$ cat src/rtl/fifo_burst_reader_if.sv
// FIFO read port plus registered output stream used by the burst reader.
// master = burst reader side, slave = FIFO/consumer side.
interface fifo_burst_reader_if #(
    parameter int DATA_WIDTH = 8
);
    logic                  fifo_empty;
    logic [DATA_WIDTH-1:0] fifo_data;
    logic                  fifo_r_en;
    logic [DATA_WIDTH-1:0] out_data;
    logic                  out_valid;
    logic                  out_ready;
    logic                  out_last;

    modport master (
        input  fifo_empty, fifo_data, out_ready,
        output fifo_r_en, out_data, out_valid, out_last
    );

    modport slave (
        output fifo_empty, fifo_data, out_ready,
        input  fifo_r_en, out_data, out_valid, out_last
    );
endinterface

$ cat src/rtl/fifo_burst_reader.sv
// Pops a requested number of words from a show-ahead FIFO and replays them
// on a registered valid/ready stream, with a done pulse after the last beat.
module fifo_burst_reader #(
    parameter int DATA_WIDTH = 8,
    parameter int LEN_WIDTH  = 8
) (
    input  logic                 clk,
    input  logic                 rst_n,
    input  logic                 start,
    input  logic [LEN_WIDTH-1:0] len,
    output logic                 busy,
    output logic                 done,
    fifo_burst_reader_if.master  bus
);

    typedef enum logic [1:0] {
        IDLE  = 2'd0,
        READ  = 2'd1,
        FLUSH = 2'd2
    } state_t;

    localparam logic [LEN_WIDTH-1:0] LEN_ONE = LEN_WIDTH'(1);

    state_t                state_q;
    state_t                state_d;
    logic [LEN_WIDTH-1:0]  remaining;
    logic                  pop;
    logic                  done_d;
    logic                  done_q;
    logic [DATA_WIDTH-1:0] data_p1;
    logic                  vld_p1;
    logic                  last_p1;

    // A pop needs a word left to fetch, a word in the FIFO and a free output slot.
    always_comb begin
        state_d = state_q;
        done_d  = 1'b0;
        pop     = !rst_n && (state_q == READ) && (remaining != '0) &&
                  !bus.fifo_empty && (!vld_p1 || bus.out_ready);
        unique case (state_q)
            IDLE: begin
                if (start && (len != '0)) begin
                    state_d = READ;
                end else if (start) begin
                    done_d = 1'b1;
                end
            end
            READ: begin
                if (pop && (remaining == LEN_ONE)) begin
                    state_d = FLUSH;
                end
            end
            FLUSH: begin
                if (vld_p1 && bus.out_ready) begin
                    state_d = IDLE;
                    done_d  = 1'b1;
                end
            end
            default: state_d = IDLE;
        endcase
    end

    // Stage p1: output register fed directly from the FIFO head.
    always_ff @(posedge clk or posedge rst_n) begin
        if (rst_n) begin
            state_q   <= IDLE;
            remaining <= '0;
            done_q    <= 1'b0;
            data_p1   <= '0;
            vld_p1    <= 1'b0;
            last_p1   <= 1'b0;
        end else begin
            state_q <= state_d;
            done_q  <= done_d;
            if ((state_q == IDLE) && start && (len != '0)) begin
                remaining <= len;
            end
            if (pop) begin
                data_p1   <= bus.fifo_data;
                vld_p1    <= 1'b1;
                last_p1   <= (remaining == LEN_ONE);
                remaining <= remaining - LEN_ONE;
            end else if (vld_p1 && bus.out_ready) begin
                vld_p1  <= 1'b0;
                last_p1 <= 1'b0;
            end
        end
    end

    assign bus.fifo_r_en = pop;
    assign bus.out_data  = data_p1;
    assign bus.out_valid = vld_p1;
    assign bus.out_last  = last_p1;
    assign busy          = (state_q != IDLE);
    assign done          = done_q;

endmodule

$ cat src/flat_wrapper.sv
// flat-port wrapper written by rule: the top's interface ports become plain ports
module fifo_burst_reader_flat 
#(
    parameter int DATA_WIDTH = 8,
    parameter int LEN_WIDTH  = 8
)
  (clk, rst_n, start, len, busy, done, bus_fifo_empty, bus_fifo_data, bus_out_ready, bus_fifo_r_en, bus_out_data, bus_out_valid, bus_out_last);
  fifo_burst_reader_if #(.DATA_WIDTH(DATA_WIDTH)) bus_i ();
  input  logic clk;
  input  logic rst_n;
  input  logic start;
  input  logic [LEN_WIDTH-1:0] len;
  output logic busy;
  output logic done;
  input wire logic [$bits(bus_i.fifo_empty)-1:0] bus_fifo_empty;
  input wire logic [$bits(bus_i.fifo_data)-1:0] bus_fifo_data;
  input wire logic [$bits(bus_i.out_ready)-1:0] bus_out_ready;
  output wire logic [$bits(bus_i.fifo_r_en)-1:0] bus_fifo_r_en;
  output wire logic [$bits(bus_i.out_data)-1:0] bus_out_data;
  output wire logic [$bits(bus_i.out_valid)-1:0] bus_out_valid;
  output wire logic [$bits(bus_i.out_last)-1:0] bus_out_last;
  assign bus_i.fifo_empty = bus_fifo_empty;
  assign bus_i.fifo_data = bus_fifo_data;
  assign bus_i.out_ready = bus_out_ready;
  assign bus_fifo_r_en = bus_i.fifo_r_en;
  assign bus_out_data = bus_i.out_data;
  assign bus_out_valid = bus_i.out_valid;
  assign bus_out_last = bus_i.out_last;
  fifo_burst_reader #(.DATA_WIDTH(DATA_WIDTH), .LEN_WIDTH(LEN_WIDTH)) u_core (.clk(clk), .rst_n(rst_n), .start(start), .len(len), .busy(busy), .done(done), .bus(bus_i));
endmodule
$ cat config.mk
export PLATFORM = sky130hd
export DESIGN_NAME = fifo_burst_reader_flat
export DESIGN_NICKNAME = d
export VERILOG_FILES = /design/src/rtl/fifo_burst_reader_if.sv /design/src/rtl/fifo_burst_reader.sv /design/src/flat_wrapper.sv
export SDC_FILE = /design/constraint.sdc
export NUM_CORES = 1
export LEC_CHECK = 0
export BUFFER_PORTS_ARGS = -buffer_cell sky130_fd_sc_hd__buf_2
export CORE_AREA = 5 5 55 66
export CTS_BUF_LIST = sky130_fd_sc_hd__clkbuf_8
export CTS_CLUSTER_DIAMETER = 80
export CTS_CLUSTER_SIZE = 12
export DETAILED_ROUTE_END_ITERATION = 12
export DIE_AREA = 0 0 60 71
export GPL_TIMING_DRIVEN = 0
export SYNTH_ARGS = -nofsm -noshare
export SYNTH_HDL_FRONTEND = slang
export SYNTH_SLANG_ARGS = --single-unit
export TNS_END_PERCENT = 20
$ cat constraint.sdc
create_clock -name clk -period 3.13 [get_ports clk]
set_input_delay 0.1565 -clock clk [delete_from_list [all_inputs] [get_ports clk]]
set_output_delay 0.1565 -clock clk [all_outputs]
set_load 0.01 [all_outputs]
### Yosys cells after proc, flatten, opt, wreduce, memory -nomap -nowiden

Index checks and enable logic that the tools add are counted.

* register bits: 21
* input bits: 21
* word-level logic and storage cells: 46

* add/sub/neg operators: 1
* equality and inequality tests: 6
* multiplexer cells: 13
* reductions and logical operators: 20

Operator list (count)
* $mux W8: 2
* $reduce_bool A8 Y1: 2
* $logic_and A1 B1 Y1: 9
* $eq A8 B1 Y1 const B: 1
* $sub A8 B1 Y8 const B: 1
* $mux W1: 6
* $mux W2: 3
* $pmux W2 S3: 1
* $reduce_bool A2 Y1: 3
* $ne A2 B1 Y1 const B: 2
* $logic_not A1 Y1: 3
* $reduce_and A3 Y1: 1
* $eq A2 B1 Y1 const B: 1
* $eq A2 B2 Y1 const B: 1
* $logic_not A2 Y1: 1
* $ne A2 B2 Y1 const B: 1
* $pmux W1 S2: 1
* $logic_or A1 B1 Y1: 1

### Longest topological paths before layout

Gate-level depths: netlist of run 1.

* depth in word-level cells: 8
* gate-level depth with buffers: 7

### Worst setup path before layout of run 1

OpenSTA, ideal clock, no wires.

* path type: register -> register
* start: register u_core.state_q[1]
* end: register u_core.data_p1[0], in the netlist u_core.bus.out_data[0]
* arrival: 1.815 ns
* data required time: 3.005 ns
* setup slack: 1.190 ns
* stages on the path, launching flop included: 5
* buffers on the path: 1
* clock period less this slack: 1.940 ns
* path through: dfrtp_1 or4b_4 a211oi_4 buf_6 mux2_2

* longest elaborated chain between the ends: 5

Ends and longest elaborated chain
* start, declared: line fifo_burst_reader.sv:24 `state_t state_q;`
* start signal, assigned: line fifo_burst_reader.sv:73 `state_q <= state_d;`
* $eq A2 B1 Y1: line fifo_burst_reader.sv:38 `pop = !rst_n && (state_q == READ) && (remaining != '0) &&`
* $logic_and A1 B1 Y1 (3 in a row): line fifo_burst_reader.sv:38
* $logic_and A1 B1 Y1: line fifo_burst_reader.sv:39 `!bus.fifo_empty && (!vld_p1 || bus.out_ready);`
* net bus_fifo_r_en: line flat_wrapper.sv:18 `output wire logic [$bits(bus_i.fifo_r_en)-1:0] bus_fifo_r_en;`
* end signal, assigned: line fifo_burst_reader.sv:79 `data_p1 <= bus.fifo_data;`
* end, declared: line fifo_burst_reader.sv:30 `logic [DATA_WIDTH-1:0] data_p1;`

The timed path passes the listed nets, and every way through them passes these cells.
A chain may end at the register's enable or synchronous reset.

### Final worst setup path of run 1

* start: register u_core.remaining[0]
* end: output port bus_fifo_r_en

* longest elaborated chain between the ends: 4

Ends and longest elaborated chain
* start, declared: line fifo_burst_reader.sv:26 `logic [LEN_WIDTH-1:0] remaining;`
* start signal, assigned: line fifo_burst_reader.sv:76 `remaining <= len;`
* start signal, assigned: line fifo_burst_reader.sv:82 `remaining <= remaining - LEN_ONE;`
* $reduce_bool A8 Y1: line fifo_burst_reader.sv:38
* $logic_and A1 B1 Y1 (2 in a row): line fifo_burst_reader.sv:38
* $logic_and A1 B1 Y1: line fifo_burst_reader.sv:39
* end, declared: line flat_wrapper.sv:18

Every way passes these cells.

==> results of run 1 <==
==> worst paths after layout <==
path                                                     from                                  to  slack [ps]  cells after the start
max                           u_core.remaining[0]$_DFFE_PP0P_                       bus_fifo_r_en         890                      6
min                                                     rst_n     u_core.remaining[6]$_DFFE_PP0P_          60                      2
max reg2reg                   u_core.remaining[0]$_DFFE_PP0P_  u_core.bus.out_data[1]$_DFFE_PP0N_        1000                      6
min reg2reg                u_core.bus.out_data[0]$_DFFE_PP0N_  u_core.bus.out_data[0]$_DFFE_PP0N_         510                      1
max in group asynchronous                               rst_n     u_core.remaining[0]$_DFFE_PP0P_        2580                      2
min in group clk                                       len[6]     u_core.remaining[6]$_DFFE_PP0P_         110                      3
==> Yosys cell counts (all sizes together) <==
| library cell | instances |
|---|---|
| a211oi | 3 |
| a21o | 1 |
| a21oi | 1 |
| a22oi | 1 |
| a31o | 1 |
| and3 | 1 |
| buf | 1 |
| clkbuf | 1 |
| dfrtp | 21 |
| ha | 2 |
| inv | 6 |
| mux2 | 8 |
| nand2 | 14 |
| nand2b | 2 |
| nand3 | 6 |
| nand3b | 1 |
| nand4 | 2 |
| nand4b | 1 |
| nor2 | 9 |
| nor2b | 1 |
| nor3 | 3 |
| nor3b | 1 |
| nor4 | 1 |
| nor4b | 1 |
| o211a | 1 |
| o211ai | 5 |
| o22ai | 2 |
| o311ai | 2 |
| o32a | 1 |
| or2 | 1 |
| or3 | 1 |
| or4 | 4 |
| or4b | 1 |
==> sequential cells by signal (all words and copies together), names as in the netlist <==
signal	cells
u_core.bus.out_valid	1
u_core.remaining	8
u_core.bus.out_data	8
u_core.state_q	2
u_core.done	1
u_core.bus.out_last	1
==> layer usage <==
layer | global-route usage (%) | up-vias | routed length [µm]
met5 | 0 | - | 0
met4 | 4.93 | 0 | 33
met3 | 3.10 | 5 | 149
met2 | 22.0 | 26 | 1240
met1 | 17.8 | 483 | 1160
li1 | - | 469 | -
==> through the flow <==
stage	std cells	setup WS (ps)
floorplan	107	1190
global placement	176	1060
detailed placement	176	1020
CTS	180	896
global route	180	759
finish	180	886
==> power groups by stage <==
stage                     combinational (mW)  sequential, mW  clock (mW)
after floorplan                        0.242           0.464           0
after global placement                 0.363           0.456           0
after detailed placement               0.370           0.461           0
after CTS                              0.372           0.457       0.187
after global routing                   0.412           0.474       0.205
final                                  0.366           0.458       0.183
==> worst reg2reg max path, stage by stage, from the launching register on <==
cell	delay (ps)
dfrtp_1	470
inv_1	70
ha_1	300
nor3b_1	220
a211oi_4	410
buf_6	210
mux2_2	340
==> final cells by class <==
type,instances,area (µm²),share of cell area (%)
Buffer,2,15.0,1.09
Clock buffer,3,41.3,3.00
Clock inverter,1,7.51,0.546
Inverter,6,22.5,1.64
Multi-Input combinational cell,78,553,40.2
Sequential cell,21,526,38.2
Tap cell,36,45.0,3.28
Timing Repair Buffer,33,165,12.0
==> cells by family after synthesis <==
family	count (synthesis)	synth area share, %
and+or+nand+nor	50	24.8
DFF	21	47.1
AOI/OAI and AO/OA	18	14.5
buffers and inverters	8	3.36
muxes	8	8.07
adders and majority gates	2	2.24
==> impl_summary.md, run 1 <==
Run status
The flow ran to the end, and the final reports show no timing, DRC or antenna violations.

Clock network
Buffers inserted during clock tree synthesis total 3. The clock tree from TritonCTS is yes. Gates resized during post-CTS repair numbered 0. After clock tree synthesis, the clock-pin slew on the worst setup and hold paths is 80 ps.

CTS built an H-tree with a depth of 1. For the worst-skew pair, the clock arrives at the later sink with an insertion delay of between 200 and 300 ps. The number of buffers on the longest clock path is 2. The hold buffer count at cts is 0.

The number of sinks handled by clock tree synthesis is 21. The buffer type at the clock tree root is clkbuf_8. The total setup buffers inserted after CTS is 0.

Logic synthesis
The gate count of the mapped netlist is ~110. The number of warnings issued by yosys is 0. Counting every net in the synthesized netlist gives 130. The cell area after technology mapping is approximately 1100 µm². The dominant cell type by area after synthesis is dfrtp_1. The portion of synthesized cell area occupied by the leading cell type is between 40% and 50%. The number of flip-flops and latches in the synthesized netlist is 21. Ranked by total cell area, the synthesized netlist is headed by dfrtp_1, mux2_2, nand2_1, nor2_1, nand3_1. After synthesis, the netlist uses 36 different library cells. Sequential cells were found to cover around 47% of the synthesized design area. The post-synthesis average cell area is 10.4 µm².

Layout
The repair_antennas step left the layout with diodes totalling 0. Leaving out fill and tap cells, the most frequent cell in the layout is buf_2. The fraction of layout cells with a size suffix above 1 is between 30% and 40%.

With fillers left out, the area of the finished cells amounts to 1380 µm². The number of inserted filler cells in the final layout is between 300 and 400. The core occupancy in the finished layout is 46.3%. Leaving out fill and tap cells, the most frequent cells in the layout are buf_2, dfrtp_1, nand2_1. For this run, the post-layout net count is ~170. The layout overhead on the synthesized area is 23.2%.

Power
In this run the power spent charging and discharging nets is between 0.3 and 0.4 mW. The power after layout is 1.01 mW. For this design the ratio of total power to cell area is 732 nW/µm². Cell internal power was estimated by the tool at between 0.6 and 0.7 mW. Combinational logic is responsible for roughly 36% of the overall power. In this run, flip-flops and latches consume a little under half of the power. In this run the static leakage power is 0.633 nW. Of the total power, the clock network draws 18.2%. The net switching share of the total power is between 30% and 40%. The worst-case vdd ir drop is slightly above 0.4 mV.

Setup path
STA classifies the critical path startpoint as a flip-flop. In this design, the stage delay of the slowest critical-path cell is between 400 and 500 ps. Along the worst path, the maximum fanout reaches 10.

Traced cell by cell, the critical path runs through inv_1 -> ha_1 -> nor3b_1 -> a211oi_4 -> buf_6 -> buf_2. The cell with the largest stage delay on the worst path is dfrtp_1. The family with the most delay on the worst path is flip-flops. STA classifies the critical path endpoint as an output port. For the worst setup path, the data arrival time is between 2000 and 2500 ps.

The required time of the worst setup path is approximately 3000 ps. The kind of critical path is flip-flop to output port. The buffers plus inverters on the worst setup path is 3.

Drt
The final routed wirelength across all metal layers is between 2000 and 3000 µm. For this run, the detailed router's first-pass iteration total came to 4. The DRC violation count after routing is 0. The count of routing violations after the opening detailed-route iteration is 31. Dividing the detail-routed via count by the number of cells gives between 5 and 6. The detail route stage leaves a number of antenna-violating nets equal to 0. In the final routed layout, each cell accounts on average for 14.3 µm. The detailed router placed around 1000 vias in this run.

Timing
Setup repair after global routing left no endpoint under its margin. The period utilization is a little under three quarters. The relative slew slack is 47.4%.

The accumulated negative setup slack is 0 ps. The minimum period implied by the final worst setup slack is about 2200 ps. The count of final hold-check violations is 0.

The post-route worst hold slack is approximately 59 ps. Static timing analysis puts the maximum clock frequency at 446 MHz. Setup violations remaining at the end of the flow were counted as 0.

At the pin with the least slew margin, the transition time is between 700 and 800 ps. The final-report max-slew violation count is 0. The setup skew after layout is 5.32 ps.

Place
The cell area reported after detailed placement is 1330 µm². The detailed placer's ending HPWL is 2030 µm. The count of buffers from port buffering is 33. The global placer's final weighted congestion is approximately 0.86.

GRT
Across every metal layer, demand over resource in global routing totals a little over an eighth. The global-route congestion overflow total is 0. The via count of the first global-routing pass is just over 1000. The number of antenna violations at the first check in global routing was 0. The first-pass GRT wire length is 4520 µm.

Entering global routing, the biggest net connects 22 pins.

Worst hold path
The worst hold path belongs to the class primary input to asynchronous set/reset pin.

Floorplan
The row count is 22. The die covers 4260 µm². For this configuration, the core starts out at a cell density of ~38%. The die extent in x is ~60 µm. The die is between 70 and 80 µm tall. In this run the count of I/O pins placed on the die edge is 34. The placeable core region is between 2000 and 3000 µm².

Run
The max-cap violation count is 0.
Power figures use the tool's default switching activity.
==> inputs of run 2 (changes only) <==
--- a/config.mk
+++ b/config.mk
@@ -5,13 +5,14 @@
 export SDC_FILE = /design/constraint.sdc
 export NUM_CORES = 1
 export LEC_CHECK = 0
+export ABC_AREA = 1
 export BUFFER_PORTS_ARGS = -buffer_cell sky130_fd_sc_hd__buf_2
-export CORE_AREA = 5 5 55 66
+export CORE_AREA = 5 5 56 68
 export CTS_BUF_LIST = sky130_fd_sc_hd__clkbuf_8
 export CTS_CLUSTER_DIAMETER = 80
 export CTS_CLUSTER_SIZE = 12
 export DETAILED_ROUTE_END_ITERATION = 12
-export DIE_AREA = 0 0 60 71
+export DIE_AREA = 0 0 61 73
 export GPL_TIMING_DRIVEN = 0
 export SYNTH_ARGS = -nofsm -noshare
 export SYNTH_HDL_FRONTEND = slang
==> constraint.sdc (replaced) <==
create_clock -name clk -period 1.89 [get_ports clk]
set_input_delay 0.0945 -clock clk [delete_from_list [all_inputs] [get_ports clk]]
set_output_delay 0.0945 -clock clk [all_outputs]
set_load 0.01 [all_outputs]
==> run 2 against run 1 <==
  * Register-to-register slack lost 690 ps
  * Final cell count grew 29%
  * Clock power grew 59%
  * Wire length decreased by 1.7%
  * Clock skew is 3.1 ps lower
  * Sequential cell count is the same
  * Hold slack got worse by 28 ps
  * Setup slack worse by 770 ps
  * Synthesized area is 6.2% higher
  * Largest cell class unchanged
  * Sequential power up 60%
  * Highest routed layer unchanged
  * Design area is 7.6% higher
==> impl_summary.md, run 2 <==
Floorplan
The die height was 73 µm (+2.8%). The die extent in x is 61 µm (+1.7%). The full die area is 4450 µm² (+4.5%). The placeable core region was 3170 µm² (+6.5%). The row count is 23 (+4.5%). The count of pins on the block boundary is 34 (unchanged). The starting density of the core is 37.4% (-0.11 points).

Power
The register share of total power is 40.8% (-4.7 points). The reported net switching power is 0.718 mW (+91%). The power per cell area was 1220 nW/µm² (+66%).

The proportion of power drawn by the clock network was 16.2% (-2.0 points). The power share of the combinational group is 43.0% (+6.6 points). The leakage power total is 0.819 nW (+29%).

The worst-case vdd ir drop is 0.601 mV (+48%). The design internal power is 1.08 mW (+71%). The net switching share of the total power is 39.9% (+2.6 points).

Layout
The total area of multi-input combinational cells is 573 µm² (+3.6%). The library cell used most frequently in the layout, excluding fill and tap cells, is nand2_1. Leaving out fill and tap cells, the most frequent cells in the layout are nand2_1, buf_2, nand3_1, dfrtp_1, nor2_1. The fraction of layout cells with a size suffix above 1 was 28.2% (-9.3 points). Relative to the synthesized area, the layout overhead comes to 24.8%.

The number of inserted filler cells in the final layout was 334 (+9.9%). The flip-flop and latch area came to 526 µm² (unchanged). The final antenna diode count is 0 (unchanged). The final net count is 219 (+30%). The final cell area excluding filler cells is 1480 µm² (+7.6%).

Logic synthesis
The post-synthesis average cell area came to 7.64 µm² (-27%). The number of nets produced by synthesis is 178 (+37%). The fraction of the mapped netlist area in compound gates was 3.17% (-11 points). The number of warnings issued by yosys is 0 (unchanged).

The mux contribution to synthesized area is 0% (-8.1 points). By area, the combinational part of the netlist is dominated by simple AND/OR/NAND/NOR gates. The most used flip-flop cell after synthesis is dfrtp_1. The share of flip-flops with an asynchronous set or reset after synthesis is 100% (unchanged).

The most numerous cell in the Yosys netlist is nand2_1. The distinct cell type count after synthesis came to 23 (-36%). The cell area after technology mapping is 1180 µm² (+6.2%). The largest total area in the synthesized netlist belongs to dfrtp_1. The portion of synthesized cell area occupied by the leading cell type came to 44.4% (-2.7 points). The portion of the post-synthesis area used by sequential elements is 44.4% (-2.7 points). By area the synthesized netlist is led by dfrtp_1, nand2_1, nand3_1, inv_1, nor2_1. The xor/xnor cell area share of the yosys netlist is 2.96% (+3.0 points). The gate count of the mapped netlist is 155 (+45%).

In the synthesized netlist, the cells that appear most often are nand2_1, dfrtp_1, nand3_1. The number of flip-flops and latches in the synthesized netlist is 21 (unchanged). The number of synthesized flops with an enable pin came to 0 (unchanged). The area share of and/or/nand/nor cells after synthesis is 39.5% (+15 points). The area share of fa/ha/maj cells after synthesis is 2.11% (-0.13 points).

GRT
The number of antenna violations at the first check in global routing was 0 (unchanged). The pin count of the biggest net entering global routing came to 23 (+4.5%). The global-route congestion overflow total is 0 (unchanged). The via count of the first global-routing pass is 971 (-5.7%). The total track usage is 12.2% (-1.5 points). The first-pass GRT wire length was 4230 µm (-6.4%).

Setup path
The buffers plus inverters on the worst setup path came to 4 (+1). The worst register-to-register path begins at u_core.remaining[0]$_DFFE_PP0P_. The data arrival at the endpoint of the critical path is 1680 ps (-410 ps). The worst setup path is launched from a flip-flop. The kind of critical path is flip-flop to output port. The required time of the worst setup path is 1800 ps (-1170 ps). The logic depth of the worst setup path including buffers is 9 (+3). The family with the most delay on the worst path is buffers and inverters. The slack of the worst reg-to-reg path was 310 ps (-690 ps).

The critical path ends at bus_fifo_r_en. The most critical setup path has its startpoint at u_core.remaining[0]$_DFFE_PP0P_. The highest fanout seen on the critical path is 10 (unchanged).

The signal on the critical path passes through inv_2 -> ha_2 -> nand2_1 -> nor2_4 -> nand2_4 -> nand3_4 -> inv_4 -> buf_6 -> buf_2. The cell with the largest stage delay on the worst path is dfrtp_1. The endpoint of the worst-slack reg-to-reg timing path is u_core.remaining[0]$_DFFE_PP0P_.

The worst reg2reg path depth was 10 (+4). The worst stage delay on the critical path is 410 ps (-50 ps). The endpoint class of the critical path is an output port.

Clock network
The number of buffers created by CTS was 3 (unchanged). The number of buffers on the longest clock path is 2 (unchanged). The buffer type at the clock tree root is clkbuf_8. The number of sinks handled by clock tree synthesis is 21 (unchanged). TritonCTS built the clock tree. The clock transition at the registers of the reported paths is 80 ps (about the same). The clock insertion delay at the later pin of the skew report is 250 ps (about the same). The number of H-tree levels is 1 (unchanged).

Drt
The DRC violation count after routing came to 0 (unchanged). The final routed wirelength across all metal layers is 2540 µm (-1.7%). The count of routing violations after the opening detailed-route iteration is 19 (-39%). The met3 routed wirelength came to 192 µm (+29%). The detailed-router iteration count before antenna repair is 4 (unchanged). The post-detailed-route count of antenna-violating nets is 0 (unchanged). In this run the top signal layer used is met4. The via count of the routed design is 1080 (+9.9%). The average routed wire per standard cell was 10.9 µm (-24%).

The met1 layer wirelength in the final routing is 1120 µm (-3.7%). The per-cell via count in the routed design is 4.66 (-15%). The met2 wire length is 1210 µm (-2.3%).

Run status
The flow ran to the end, and the final reports show no timing, DRC or antenna violations.

Timing
The post-route worst hold slack is 31.0 ps (-27.7 ps). The minimum period implied by the final worst setup slack is about 1800 ps. The count of endpoints failing setup in the final report came to 0 (unchanged). The final setup slack of the worst path is 113 ps (-774 ps). The period utilization is a little over nine tenths. The actual slew at the worst max-slew pin is 929 ps (+141 ps). The relative slew slack is 37.9% (-9.6 points). The final-report max-slew violation count is 0 (unchanged). The count of final hold-check violations was 0 (unchanged). Setup repair after global routing left no endpoint under its margin. The setup skew after layout is 2.21 ps (-3.12 ps).

Based on the critical path, the design can be clocked at up to between 500 and 600 MHz.

Place
The count of buffers from port buffering came to 33 (unchanged). The global placer's final weighted congestion is 0.802 (-6.9%). The setup slack at placement came to -10.4 ps (-1030 ps). The cell area reported after detailed placement is 1400 µm² (+5.3%). The detailed placer's ending HPWL is 2000 µm (-1.7%).

Worst hold path
The kind of path behind the tightest hold check is primary input to flip-flop. The startpoint of the most critical hold path is bus_fifo_data[5]. The worst hold path was traced through 3 stages.

Run
The max-cap violation count is 0 (unchanged).
run 2: cells by family after synthesis:
logic type / Yosys count
and+or+nand+nor: 102
DFF: 21
buffers and inverters: 20
AOI/OAI and AO/OA: 6
xor gates and xnor gates: 4
adders and majority gates: 2
run 2: worst register-to-register path: stages (launching register included):
cell and delay (ps):
dfrtp_1 410, inv_2 90, ha_2 200, nand2_1 90, nor2_4 130, nand2_4 80, nand3_4 100, buf_4 160
nand2_1 80, nor2_1 100, nor2_1 50
run 2: final cells by class:
class | count | share of cell area, %
buffer | 3 | 1.86
clock buffer | 3 | 2.79
clock inverter | 1 | 0.338
inverter | 17 | 4.74
multi-input combinational | 114 | 38.7
sequential | 21 | 35.5
tap | 37 | 3.13
timing repair buffer | 36 | 12.9
run 2: layer usage:
layer / vias up / GRT usage [%]
li1: 568 / -
met1: 479 / 15.5
met2: 31 / 20.8
met3: 2 / 2.12
met4: 0 / 3.61
met5: - / 0
run 2: how the worst min path moves through the flow:
| stage | to | slack, ps |
|---|---|---|
| after detailed placement | u_core.bus.out_data[0]$_DFFE_PP0N_ | 300 |
| final | u_core.bus.out_data[5]$_DFFE_PP0N_ | 30 |
| after floorplan | u_core.bus.out_data[0]$_DFFE_PP0N_ | 80 |
| after global placement | u_core.bus.out_last$_DFFE_PP0P_ | 290 |
| after CTS | u_core.bus.out_last$_DFFE_PP0P_ | 10 |
| after global routing | u_core.bus.out_data[5]$_DFFE_PP0N_ | 30 |
run 2: per-stage QoR:
stage          utilization, %  total power [mW]  cells  setup TNS, ps
4_1_cts                  45.8              1.80    229              0
2_1_floorplan               -              1.27    155              0
3_3_place_gp             44.1              1.47    225              0
6_report                 46.7              1.80    232              0
3_5_place_dp             44.1              1.49    225          -10.8
5_1_grt                  46.7              1.97    232              0
run 2: power by group through the flow:
stage	Combinational (mW)	Sequential [mW]	Clock, mW
final	0.775	0.734	0.291
after global routing	0.886	0.758	0.322
after CTS	0.765	0.734	0.299
after detailed placement	0.753	0.738	0
after global placement	0.740	0.732	0
after floorplan	0.510	0.762	0
run 2: what timing repair did:
action,in CTS,in global routing
hold buffers,0,1
setup buffers,0,2
hold endpoints to repair,0,21
gates resized for setup,2,2
setup endpoints to repair,1,1
pin swaps,0,0
==> inputs of run 3 (changes only) <==
--- a/config.mk
+++ b/config.mk
@@ -7,13 +7,13 @@
 export LEC_CHECK = 0
 export ABC_AREA = 1
 export BUFFER_PORTS_ARGS = -buffer_cell sky130_fd_sc_hd__buf_2
-export CORE_AREA = 5 5 56 68
+export CORE_AREA = 5 5 52 63
 export CTS_BUF_LIST = sky130_fd_sc_hd__clkbuf_8
 export CTS_CLUSTER_DIAMETER = 80
 export CTS_CLUSTER_SIZE = 12
 export DETAILED_ROUTE_END_ITERATION = 12
-export DIE_AREA = 0 0 61 73
-export GPL_TIMING_DRIVEN = 0
+export DIE_AREA = 0 0 57 68
+export PLACE_DENSITY = 0.75
 export SYNTH_ARGS = -nofsm -noshare
 export SYNTH_HDL_FRONTEND = slang
 export SYNTH_SLANG_ARGS = --single-unit
==> run 3 against run 2 <==
  * Combinational power decreased by 3.6%
  * Sequential share of layout area rose by 0.58 points
  * Total power fell by 1.7%
  * Clock-buffer cell count unchanged
  * Wire length about the same
  * Register-to-register slack lost 60 ps
  * Clock skew grew 3.6 ps
  * Critical endpoint unchanged
  * Global-route usage grew 2.4 points
  * Largest cell class unchanged
  * Utilization is 7.6 points higher
  * Fmax rose by 4.5%
==> impl_summary.md, run 3 (synthesis gave the netlist of run 2 again) <==
Timing
The setup skew after layout is 5.81 ps (+3.60 ps). The final setup slack of the worst path is 189 ps (+75.9 ps). Setup repair after global routing left no endpoint under its margin. The period utilization came to 90.0% (-4.0 points). The count of endpoints failing setup in the final report came to 0 (unchanged). The minimum period implied by the final worst setup slack is 1700 ps (-75.9 ps).

The actual slew at the worst max-slew pin was 409 ps (-520 ps). The accumulated negative setup slack was 0 ps (unchanged). The highest attainable clock frequency is 588 MHz (+4.5%). The count of final hold-check violations came to 0 (unchanged). The final-report max-slew violation count came to 0 (unchanged).

The relative slew slack is 72.8% (+35 points).

Run
The max-cap violation count is 0 (unchanged).

Power
The worst-case vdd ir drop is 0.630 mV (+4.8%). The power after layout came to 1.77 mW (-1.7%). The power per cell area is 1220 nW/µm² (-0.14%). The leakage power total is 0.824 nW (+0.62%).

Setup path
The data arrival at the endpoint of the critical path is 1610 ps (-70 ps). The kind of start point of the critical path is a flip-flop. The endpoint class of the critical path is an output port. The required time of the worst setup path is 1800 ps (about the same).

The critical path is of the flip-flop to output port type. The highest fanout seen on the critical path is 16 (+6). The slack of the worst reg-to-reg path is 250 ps (-60 ps).

Place
The count of buffers from port buffering is 33 (unchanged). The global placer's final weighted congestion is 0.861 (+7.4%). The number of cells after detailed placement was 220 (-2.2%). The setup slack at placement is 229 ps (+239 ps).

The detailed placer's ending HPWL is 1930 µm (-3.3%).

Clock network
The number of buffers created by CTS was 3 (unchanged). The number of sinks handled by clock tree synthesis is 21 (unchanged). The number of H-tree levels is 1 (unchanged). The clock transition at the registers of the reported paths came to 70 ps (about the same). The cell sitting at the root of the clock tree is a clkbuf_8. The clock insertion delay at the later pin of the skew report is 260 ps (about the same).

The clock tree from TritonCTS is yes. The number of buffers on the longest clock path is 2 (unchanged).

Layout
The filler-free cell count of the finished design is 228 (-1.7%). The final net count was 218 (-0.46%). The final antenna diode count is 0 (unchanged). The commonest non-fill, non-tap cell in the layout is nand2_1. The fraction of layout cells with a size suffix above 1 came to 25.8% (-2.4 points). In the layout the commonest cells are nand2_1, buf_2, nand3_1, dfrtp_1, inv_1. The layout overhead on the synthesized area is 22.8%. The number of inserted filler cells in the final layout is 287 (-14%).

Drt
The count of routing violations after the opening detailed-route iteration was 32 (+13). The final routed wirelength across all metal layers is 2540 µm (about the same). The post-detailed-route count of antenna-violating nets is 0 (unchanged). The per-cell via count in the routed design is 4.68 (+0.62%). The detailed-router iteration count before antenna repair came to 4 (unchanged). The average routed wire per standard cell came to 11.1 µm (+1.7%). The DRC violation count after routing is 0 (unchanged). The via count of the routed design came to 1068 (-1.1%).

GRT
The via count of the first global-routing pass is 972 (+0.10%). The global-route congestion overflow total is 0 (unchanged). The first-pass GRT wire length is 4310 µm (+2.0%). The pin count of the biggest net entering global routing is 22 (-4.3%).

The total track usage was 14.6% (+2.4 points). The number of antenna violations at the first check in global routing was 0 (unchanged).

Floorplan
The die height is 68 µm (-6.8%). The full die area is 3880 µm² (-13%). The die extent in x is 57 µm (-6.6%). The starting density of the core is 44.2% (+6.8 points). The count of pins on the block boundary is 34 (unchanged). The placeable core region came to 2680 µm² (-15%). The row count is 21 (-8.7%).

Worst hold path
The worst hold path belongs to the class primary input to flip-flop.

Run status
The run finished with clean final reports.
run 3: worst paths after layout:
check / from / to / cells after the start
hold / removal: bus_fifo_data[3] / u_core.bus.out_data[3]$_DFFE_PP0N_ / 3
setup reg to reg: u_core.remaining[0]$_DFFE_PP0P_ / u_core.remaining[0]$_DFFE_PP0P_ / 10
setup / recovery: u_core.remaining[0]$_DFFE_PP0P_ / bus_fifo_r_en / 8
hold reg to reg: u_core.bus.out_data[5]$_DFFE_PP0N_ / u_core.bus.out_data[5]$_DFFE_PP0N_ / 2
min in group asynchronous: rst_n / u_core.bus.out_data[7]$_DFFE_PP0N_ / 4
max in group asynchronous: rst_n / u_core.done$_DFF_PP0_ / 4
run 3: what timing repair did:
action / 4_1_cts / 5_1_grt
hold buffers: 1 / 0
gates resized for setup: 0 / 2
endpoints found under the hold margin: 21 / 0
setup endpoints to repair: 0 / 1
buffers inserted: 0 / 3
run 3: cell type report:
type | instances | area [µm²] | share of cell area (%)
multi-input combinational | 114 | 566 | 38.9
sequential | 21 | 526 | 36.1
timing repair buffer | 38 | 205 | 14.1
inverter | 17 | 71.3 | 4.90
tap | 34 | 42.5 | 2.92
clock buffer | 3 | 41.3 | 2.84
clock inverter | 1 | 3.75 | 0.258
run 3: stage by stage:
| stage | hold WS, ps | utilization, % | area, µm² |
|---|---|---|---|
| after detailed placement | 161 | 51.2 | 1370 |
| final | 27.5 | 54.3 | 1460 |
| after floorplan | 79.5 | - | 1180 |
| after CTS | 23.1 | 53.3 | 1430 |
| after global placement | 163 | 51.2 | 1370 |
| after global routing | 38.0 | 54.3 | 1460 |
run 3: report_power, final:
part	internal [mW]	switching (mW)	total (mW)
clock	0.145	0.139	0.284
combinational	0.303	0.444	0.747
sequential	0.613	0.124	0.737
run 3: metal layers:
metal / vias up / share of wire (%) / global-route usage [%]
met5: - / 0 / 0
met4: 0 / 2.7 / 9.57
met3: 4 / 8.8 / 3.21
met2: 33 / 44 / 22.4
met1: 468 / 44 / 18.5
li1: 563 / - / -
run 3: worst max-delay path, cell delays in order (launching register included):
cell	delay (ps)
dfrtp_1	400
inv_1	110
ha_1	210
nand2_1	80
nor2_2	150
nand2_4	80
nand3_4	110
inv_8	70
buf_2	140
